### config.mk
export PLATFORM = sky130hd
export DESIGN_NAME = router_fsm
export DESIGN_NICKNAME = d
export VERILOG_FILES = /design/src/rtl/router_fsm.sv
export SDC_FILE = /design/constraint.sdc
export NUM_CORES = 1
export LEC_CHECK = 0
export BUFFER_PORTS_ARGS = -buffer_cell sky130_fd_sc_hd__buf_2
export CORE_MARGIN = 3
export CORE_UTILIZATION = 50
export DETAILED_ROUTE_END_ITERATION = 7
export GPL_TIMING_DRIVEN = 0
export MAX_ROUTING_LAYER = met4
export PLACE_DENSITY = 0.77
export SLEW_MARGIN = 20
export SYNTH_ARGS = -nofsm -noshare
export SYNTH_HDL_FRONTEND = slang
export SYNTH_SLANG_ARGS = --single-unit
### constraint.sdc
create_clock -name clock -period 2.9 [get_ports clock]
set_input_delay 0.145 -clock clock [delete_from_list [all_inputs] [get_ports clock]]
set_output_delay 0.145 -clock clock [all_outputs]
set_load 0.02 [all_outputs]
### src/rtl/router_fsm.sv
// router_fsm -- packet router write-side controller.
//
// Tracks a packet from its header byte through payload and parity into one of
// three FIFOs, stalls the source while a FIFO is busy or full, and returns to
// address decode on completion, on a timeout (soft reset) of the selected
// FIFO, or on reset.
//
// Optional feature macro: ROUTER_FSM_ADDR_CHECK_EN
//   defined   : a header with address 2'b11 moves to DROP_PACKET and
//               addr_err pulses for one cycle.
//   undefined : address 2'b11 just holds the FSM in DECODE_ADDRESS;
//               addr_err is tied low.
//
// Ports
//   clock                      rising-edge clock
//   reset                      asynchronous active-high reset
//   pkt_valid                  header/payload byte valid from source
//   data_in[1:0]               header address field (00/01/10 -> FIFO 0/1/2)
//   fifo_empty_0..2            per-FIFO empty flags
//   soft_reset_0..2            per-FIFO timeout resets
//   fifo_full                  full flag of the addressed FIFO
//   parity_done                parity byte has been written
//   low_pkt_valid              pkt_valid fell while the FIFO was full
//   detect_add, lfd_state,
//   ld_state, laf_state,
//   full_state                 state decodes
//   write_enb_reg              FIFO write request
//   rst_int_reg                parity-check strobe
//   busy                       source stall
//   addr_err                   one-cycle pulse on illegal-address drop
//
// All outputs are registered: they are decoded from the next state and loaded
// together with the state register, so they always reflect the current state
// and have no combinational path from any input.

module router_fsm (
  input  logic       clock,
  input  logic       reset,
  input  logic       pkt_valid,
  input  logic [1:0] data_in,
  input  logic       fifo_empty_0,
  input  logic       fifo_empty_1,
  input  logic       fifo_empty_2,
  input  logic       soft_reset_0,
  input  logic       soft_reset_1,
  input  logic       soft_reset_2,
  input  logic       fifo_full,
  input  logic       parity_done,
  input  logic       low_pkt_valid,
  output logic       detect_add,
  output logic       lfd_state,
  output logic       ld_state,
  output logic       laf_state,
  output logic       full_state,
  output logic       write_enb_reg,
  output logic       rst_int_reg,
  output logic       busy,
  output logic       addr_err
);

  typedef enum logic [3:0] {
    DECODE_ADDRESS     = 4'd0,
    LOAD_FIRST_DATA    = 4'd1,
    LOAD_DATA          = 4'd2,
    FIFO_FULL_STATE    = 4'd3,
    LOAD_AFTER_FULL    = 4'd4,
    LOAD_PARITY        = 4'd5,
    CHECK_PARITY_ERROR = 4'd6,
    WAIT_TILL_EMPTY    = 4'd7
`ifdef ROUTER_FSM_ADDR_CHECK_EN
    ,
    DROP_PACKET        = 4'd8
`endif
  } state_t;

  state_t     state;
  state_t     state_nxt;
  logic [1:0] addr_q;

  logic       hdr_empty;   // empty flag of the FIFO named by the incoming header
  logic       sel_empty;   // empty flag of the latched FIFO
  logic       sel_soft_rst;

  // Header address is not latched yet in DECODE_ADDRESS, so the empty check
  // there must look at data_in directly.
  always_comb begin
    hdr_empty = 1'b0;
    case (data_in)
      2'b00:   hdr_empty = fifo_empty_0;
      2'b01:   hdr_empty = fifo_empty_1;
      2'b10:   hdr_empty = fifo_empty_2;
      default: hdr_empty = 1'b0;
    endcase
  end

  always_comb begin
    sel_empty    = 1'b0;
    sel_soft_rst = 1'b0;
    case (addr_q)
      2'b00: begin
        sel_empty    = fifo_empty_0;
        sel_soft_rst = soft_reset_0;
      end
      2'b01: begin
        sel_empty    = fifo_empty_1;
        sel_soft_rst = soft_reset_1;
      end
      2'b10: begin
        sel_empty    = fifo_empty_2;
        sel_soft_rst = soft_reset_2;
      end
      default: begin
        sel_empty    = 1'b0;
        sel_soft_rst = 1'b0;
      end
    endcase
  end

  always_comb begin
    state_nxt = state;
    if (sel_soft_rst) begin
      // Timeout of the FIFO being written abandons the packet from any state.
      state_nxt = DECODE_ADDRESS;
    end else begin
      case (state)
        DECODE_ADDRESS: begin
          if (pkt_valid && data_in != 2'b11) begin
            state_nxt = hdr_empty ? LOAD_FIRST_DATA : WAIT_TILL_EMPTY;
          end
`ifdef ROUTER_FSM_ADDR_CHECK_EN
          else if (pkt_valid && data_in == 2'b11) begin
            state_nxt = DROP_PACKET;
          end
`endif
        end
        LOAD_FIRST_DATA: state_nxt = LOAD_DATA;
        LOAD_DATA: begin
          if (fifo_full)       state_nxt = FIFO_FULL_STATE;
          else if (!pkt_valid) state_nxt = LOAD_PARITY;
        end
        FIFO_FULL_STATE: begin
          if (!fifo_full) state_nxt = LOAD_AFTER_FULL;
        end
        LOAD_AFTER_FULL: begin
          if (parity_done)        state_nxt = DECODE_ADDRESS;
          else if (low_pkt_valid) state_nxt = LOAD_PARITY;
          else                    state_nxt = LOAD_DATA;
        end
        LOAD_PARITY: state_nxt = CHECK_PARITY_ERROR;
        CHECK_PARITY_ERROR: begin
          state_nxt = fifo_full ? FIFO_FULL_STATE : DECODE_ADDRESS;
        end
        WAIT_TILL_EMPTY: begin
          if (sel_empty) state_nxt = LOAD_FIRST_DATA;
        end
`ifdef ROUTER_FSM_ADDR_CHECK_EN
        DROP_PACKET: begin
          if (!pkt_valid) state_nxt = DECODE_ADDRESS;
        end
`endif
        default: state_nxt = DECODE_ADDRESS;
      endcase
    end
  end

  always_ff @(posedge clock or posedge reset) begin
    if (reset) begin
      state         <= DECODE_ADDRESS;
      addr_q        <= '0;
      detect_add    <= 1'b1;
      lfd_state     <= 1'b0;
      ld_state      <= 1'b0;
      laf_state     <= 1'b0;
      full_state    <= 1'b0;
      write_enb_reg <= 1'b0;
      rst_int_reg   <= 1'b0;
      busy          <= 1'b0;
`ifdef ROUTER_FSM_ADDR_CHECK_EN
      addr_err      <= 1'b0;
`endif
    end else begin
      state <= state_nxt;
      if (state == DECODE_ADDRESS && pkt_valid) begin
        addr_q <= data_in;
      end
      detect_add    <= (state_nxt == DECODE_ADDRESS);
      lfd_state     <= (state_nxt == LOAD_FIRST_DATA);
      ld_state      <= (state_nxt == LOAD_DATA);
      laf_state     <= (state_nxt == LOAD_AFTER_FULL);
      full_state    <= (state_nxt == FIFO_FULL_STATE);
      write_enb_reg <= (state_nxt inside {LOAD_DATA, LOAD_AFTER_FULL, LOAD_PARITY});
      rst_int_reg   <= (state_nxt == CHECK_PARITY_ERROR);
      busy          <= (state_nxt inside {LOAD_FIRST_DATA, FIFO_FULL_STATE, LOAD_AFTER_FULL,
                                          LOAD_PARITY, CHECK_PARITY_ERROR, WAIT_TILL_EMPTY});
`ifdef ROUTER_FSM_ADDR_CHECK_EN
      // Pulse only on the entry edge, not for the whole drop.
      addr_err      <= (state_nxt == DROP_PACKET) && (state != DROP_PACKET);
`endif
    end
  end

`ifndef ROUTER_FSM_ADDR_CHECK_EN
  assign addr_err = 1'b0;
`endif

endmodule

==> flow_summary_export.csv, run 1 <==
group,metric,value,unit
grt,grt_pass1_wl,2640,um
clock_network,root_buffer,"clkbuf_4",
sta,post-route-min-period,1.95,ns
sta,maxSlewViolCount,0,
sta,period_share,0.673,
critical_path,crit_path_max_fanout,8,
critical_path,path_class,"reg2reg",
place,gp_congestion,0.815,
final_layout,regMostFlops,"state",
route,first_pass_iters,3,
grt,grt_usage,0.190,
route,antenna_left,0,
grt,met2_usage,0.294,
clock_network,clk_pin_slew_worst_paths,0.08,ns
critical_path,cp-start-kind,"flop",
route,vias_per_cell,5.70,
sta,finalSetupTns,0,ns
clock_network,cts_made_buffers,3,
synth,syn_area,768,um^2
synth,synth_seq_area_share,0.458,
clock_network,insertion_delay,0.28,ns
final_layout,largestRegisters,"state: 4 flops, addr_q: 2 flops",
sta,max_freq,0.512,GHz
clock_network,tritoncts,"done",
critical_path,end_kind,"flop",
final_layout,final_cell_mix,"buf_2 (21), dfrtp_1 (13), nor2_1 (7)",
synth,synth_edf_count,0,
sta,finalHoldViolations,0,
place,postPlaceCellArea,896,um^2
grt,grt_pass1_vias,589,
final_layout,area_growth,22.6,%
sta,skew,0.00414,ns
grt,grtUsageMet3,0.0637,
final_layout,finalInstanceArea,942,um^2
floorplanning,chipWidth,45.2,um
grt,grt.overflow.total,0,
critical_path,cp.required,3.04,ns
route,wirelength,1590,um
min_path,min_path_type,"in2reg",
final_layout,final_nets,115,
clock_network,clock_sinks,14,
power_and_ir_drop,p_leak,0.464,nW
final_layout,largest_register_ffs,4,
place,port_buffers,21,
grt,grt_max_degree,15,
sta,worst_pin_slew,0.553,ns
route,drt_iter0_drc,5,
synth,synth_top_flop_cell,"dfrtp_1",
clock_network,cts_hold_buffers,1,
final_layout,layout_commonest_cell,"buf_2",
clock_network,cts_buffer_depth,2,
clock_network,htree_num_levels,1,
grt,gr-usage-met1,0.235,
synth,syn_inst,73,
synth,synth-seq-cells,14,
critical_path,cp.arrival,2.10,ns
synth,synth_cell_types,35,
power_and_ir_drop,irDropWorstVdd,0.341,mV
route,wl_per_cell,13.8,um
place,hpwl,1240,um
outcome,run_status,"complete, no violations",
synth,synth_warnings,0,
floorplanning,coreArea,0.00137,mm^2
sta,setup_viol,0,
floorplanning,die_h,45.2,um
final_layout,final_layout_size_suffix_gt1_frac,0.370,
clock_network,cts_repair_resize_count,0,
grt,antenna_found_initial,0,
synth,syn_area_per_cell,10.5,um^2
grt,grt_most_used_layer,"met2",
sta,slew-limit-headroom,0.630,
sta,rsz0062_at_grt,"false",
route,route.vias.total,655,
power_and_ir_drop,p_per_area,475,mW/mm^2
clock_network,post_cts_buffers,0,
synth,async_reset_ff_frac,1.00,
final_layout,insertedDiodeCount,0,
flow_run,drv_cap,0,
floorplanning,rows,13,
route,drc_errors,0,
floorplanning,start_util,0.562,
floorplanning,io_pins,23,
floorplanning,die_area,0.00204,mm^2
-- cell usage after synthesis, types with 2 or more instances --
library cell / instances / share of area
nor2_1: 7 / 0.034
inv_1: 6 / 0.029
nand3b_1: 2 / 0.020
nor2b_1: 2 / 0.016
dfrtp_1: 13 / 0.42
nor4_1: 3 / 0.024
mux2i_1: 2 / 0.026
mux2_2: 3 / 0.044
or3_2: 2 / 0.020
nor3_1: 2 / 0.013
nand2b_1: 3 / 0.024
and3_1: 2 / 0.016
a21oi_1: 3 / 0.020
o211a_1: 2 / 0.026
-- final timing paths --
check,slack (ns),start,end,cells after the start
min reg2reg,0.64,addr_q[1],addr_q[1],1
min,0.15,data_in[1],addr_q[1],2
max reg2reg,0.95,state[0],write_enb_reg,5
max,0.95,state[0],write_enb_reg,5
max in group asynchronous,2.11,reset,detect_add,3
min in group asynchronous,0.43,reset,rst_int_reg,3
-- through the flow --
stage	setup WS, ns	total power [mW]	cells	hold slack [ns]	util
5_1_grt	0.805	0.473	115	0.149	0.690
4_1_cts	0.948	0.451	115	0.147	0.690
3_5_place_dp	0.959	0.313	110	0.201	0.656
6_report	0.949	0.447	115	0.148	0.690
2_1_floorplan	1.16	0.284	74	0.0335	-
3_3_place_gp	1.02	0.310	110	0.188	0.656
-- kinds of logic (layout without fill, tap and decap cells) --
kind of cell           after synthesis  after routing  synth area share
and+or+nand+nor                     30             30             0.243
AOI/OAI and AO/OA                   16             16             0.186
DFF                                 14             14             0.458
buffers and inverters                7             33            0.0391
muxes                                5              5            0.0700
other                                1              2           0.00488
-- per-layer routing --
metal,routed length (um),part of all wire,up-vias
met2,751,0.47,14
met1,741,0.47,319
li1,-,-,320
met5,0,0,-
met4,12,0.0076,0
met3,79,0.050,2
-- worst max-delay path, cell delays in order (launching register included) --
cell and delay, ns:
dfrtp_1 0.46, or2_2 0.36, a2111oi_1 0.56, o31a_1 0.24, or3b_1 0.14, a211oi_2 0.06
-- report_power, final --
group / total, mW / switching (mW) / internal, mW
clock: 0.136 / 0.0601 / 0.0764
combinational: 0.0873 / 0.0469 / 0.0403
sequential: 0.223 / 0.0151 / 0.208
total: 0.447 / 0.122 / 0.325
-- cell type report --
cell class                      count  area (um^2)
Tap cell                           15         18.8
Sequential cell                    14          352
Buffer                              1         7.51
Fill cell                         119          424
Inverter                            6         22.5
Clock buffer                        4         36.3
Multi-Input combinational cell     53          390
Timing Repair Buffer               22          115
Note: power is estimated with default switching activity, not from simulation.
==> run 2: changes to the inputs <==
- ABC_AREA: default -> 1
- CORE_UTILIZATION: 50 -> 45
- PLACE_DENSITY: 0.77 -> 0.72
- clock period: 2.9 -> 1.6 ns (I/O delays scaled with it)
==> run 2 against run 1 <==
Highest routed layer unchanged. Largest power group unchanged. Combinational power rose to 3.3 times the previous value. Critical endpoint is now detect_add. Cell count up 36%. Cell area up 4.6%. Worst hold slack worse by 0.060 ns. Sequential share of layout area down 1.7 points. Clock-buffer cell count unchanged. Non-clock buffer count unchanged. Worst setup slack worse by 0.76 ns.
==> flow_summary_export.csv, run 2 <==
group,metric,value,unit
final_layout,final_nets,147,
critical_path,r2r-end,"detect_add",
place,gp_congestion,0.819,
clock_network,cts_buffer_depth,2,
clock_network,clock_sinks,14,
floorplanning,die_area,0.00235,mm^2
route,wirelength,1650,um
final_layout,fin_cells,156,
synth,synth_cell_types,20,
final_layout,multi_input_area,388,um^2
critical_path,crit_path_max_fanout,5,
synth,syn_area_per_cell,7.72,um^2
clock_network,cts_made_buffers,3,
synth,synth_top_cell_by_area,"dfrtp_1",
synth,syn_area,811,um^2
route,route.vias.total,729,
synth,synth_edf_count,0,
clock_network,tritoncts,"done",
clock_network,root_buffer,"clkbuf_4",
final_layout,area_growth,21.6,%
outcome,run_status,"complete, no violations",
critical_path,ff2ff_path_depth,9,
final_layout,final_cell_mix,"buf_2 (21), nand2_1 (20), nand3_1 (14)",
clock_network,htree_num_levels,1,
clock_network,post_cts_buffers,0,
sta,setup_viol,0,
floorplanning,rows,14,
min_path,min_path_cells,3,
floorplanning,chipWidth,48.4,um
final_layout,largest_register_ffs,4,
grt,grt.overflow.total,0,
synth,synth-seq-cells,14,
critical_path,path_class,"reg2reg",
sta,slew-limit-headroom,0.665,
final_layout,layout_commonest_cell,"buf_2",
grt,antenna_found_initial,0,
floorplanning,io_pins,23,
flow_run,drv_cap,0,
synth,async_reset_ff_frac,1.00,
place,hpwl,1400,um
final_layout,final_layout_size_suffix_gt1_frac,0.364,
place,port_buffers,21,
synth,synth_top_flop_cell,"dfrtp_1",
final_layout,insertedDiodeCount,0,
floorplanning,coreArea,0.00159,mm^2
route,vias_per_cell,4.67,
sta,post-route-min-period,1.42,ns
route,antenna_left,0,
critical_path,cp.required,1.81,ns
sta,finalSetupTns,0,ns
synth,yosysTopAreaCellShare,0.401,
floorplanning,die_h,48.4,um
power_and_ir_drop,p_per_area,936,mW/mm^2
synth,synth.area.top_cells,"dfrtp_1 (40%), nand2_1 (9.3%), nand3_1 (8.6%)",
clock_network,insertion_delay,0.27,ns
power_and_ir_drop,p_leak,0.566,nW
sta,worst_pin_slew,0.502,ns
power_and_ir_drop,irDropWorstVdd,0.659,mV
critical_path,end_kind,"flop",
route,drc_errors,0,
critical_path,cp-start-kind,"flop",
final_layout,largestRegisters,"state: 4 flops, addr_q: 2 flops",
sta,rsz0062_at_grt,"false",
grt,grt_usage,0.170,
final_layout,nFillCells,151,
sta,maxSlewViolCount,0,
final_layout,regArea,352,um^2
grt,grt_max_degree,15,
grt,grt_pass1_wl,3090,um
sta,skew,0.00451,ns
clock_network,clk_pin_slew_worst_paths,0.08,ns
min_path,min_path_type,"in2reg",
sta,period_share,0.885,
synth,synth_seq_area_share,0.434,
grt,grt_pass1_vias,724,
route,first_pass_iters,4,
critical_path,reg2reg_from,"state[0]",
route,wl_per_cell,10.6,um
critical_path,cp.arrival,1.63,ns
critical_path,rrSetupSlack,0.18,ns
route,drt_iter0_drc,4,
synth,synth_warnings,0,
place,placed_cells,151,
sta,max_freq,0.706,GHz
min_path,whs_endpoint,"addr_q[0]",
synth,synth_commonest_cells,"nand2_1 (20), nand3_1 (14), dfrtp_1 (13), inv_1 (13), nor2_1 (12)",
synth,syn_inst,105,
floorplanning,start_util,0.509,
synth,yosysMostFrequentCell,"nand2_1",
min_path,worstHoldStart,"data_in[0]",
sta,finalHoldViolations,0,
final_layout,regMostFlops,"state",
==> run 2: cell count changes after synthesis, sizes merged, moves of 3 or more <==
cell,change
nor2,+11
mux2,-3
nand2,+26
inv,+12
nand3,+16
nand2b,-4
nor4,-3
o21ai,+5
==> run 2: worst max-delay path, stage by stage (launching register included) <==
cell	delay [ns]
dfrtp_1	0.44
inv_2	0.13
nor2_1	0.06
nand2_1	0.06
o21ai_0	0.09
nor2_2	0.15
nand3_2	0.14
nand2_2	0.12
nand2_2	0.06
nor2_1	0.09
==> run 2: worst max-delay path by stage <==
stage                             to  slack [ns]  cells past startpoint      from
after floorplan            laf_state        0.34                      9  state[0]
after global placement     laf_state        0.23                      9  state[0]
after detailed placement  detect_add        0.20                      9  state[0]
after CTS                  laf_state        0.18                      9  state[0]
after global routing       laf_state        0.04                      9  state[0]
final                     detect_add        0.18                      9  state[0]
==> run 2: kinds of logic after synthesis <==
group | after synthesis | synth area share
other | 1 | 0.00463
buffers and inverters | 19 | 0.0926
flip-flops | 14 | 0.434
AND/OR/NAND/NOR | 64 | 0.404
AO/OA/AOI/OAI | 7 | 0.0648
==> run 2: layer usage <==
metal	GRT usage	routed length, um	vias up
li1	-	-	383
met1	0.200	736	328
met2	0.294	827	14
met3	0.0337	71	4
met4	0.0569	16	0
met5	-	0	-
==> run 2: per-stage QoR <==
step	utilization	total power, mW	area, um^2	hold WS [ns]	setup slack (ns)
floorplan	-	0.646	815	-0.0315	0.339
global placement	0.596	0.714	950	0.117	0.230
detailed placement	0.596	0.727	950	0.139	0.196
CTS	0.619	0.933	986	0.0813	0.184
global route	0.619	0.991	986	0.121	0.0382
finish	0.619	0.922	986	0.0873	0.185
==> run 2: area by class of cell <==
| cell class | count | area share |
|---|---|---|
| timing repair buffer | 22 | 0.117 |
| tap | 24 | 0.0305 |
| sequential | 14 | 0.357 |
| inverter | 18 | 0.0685 |
| clock buffer | 4 | 0.0266 |
| buffer | 1 | 0.00761 |
| multi-input combinational | 73 | 0.393 |
==> run 2: repair_timing <==
| action | CTS | global route |
|---|---|---|
| resized for setup | 0 | 0 |
| hold endpoints to repair | 13 | 0 |
| hold buffers | 1 | 0 |
==> run 2: where the power goes <==
group          switching (mW)  internal [mW]
clock                   0.105         0.0966
sequential             0.0287          0.402
combinational           0.196         0.0942
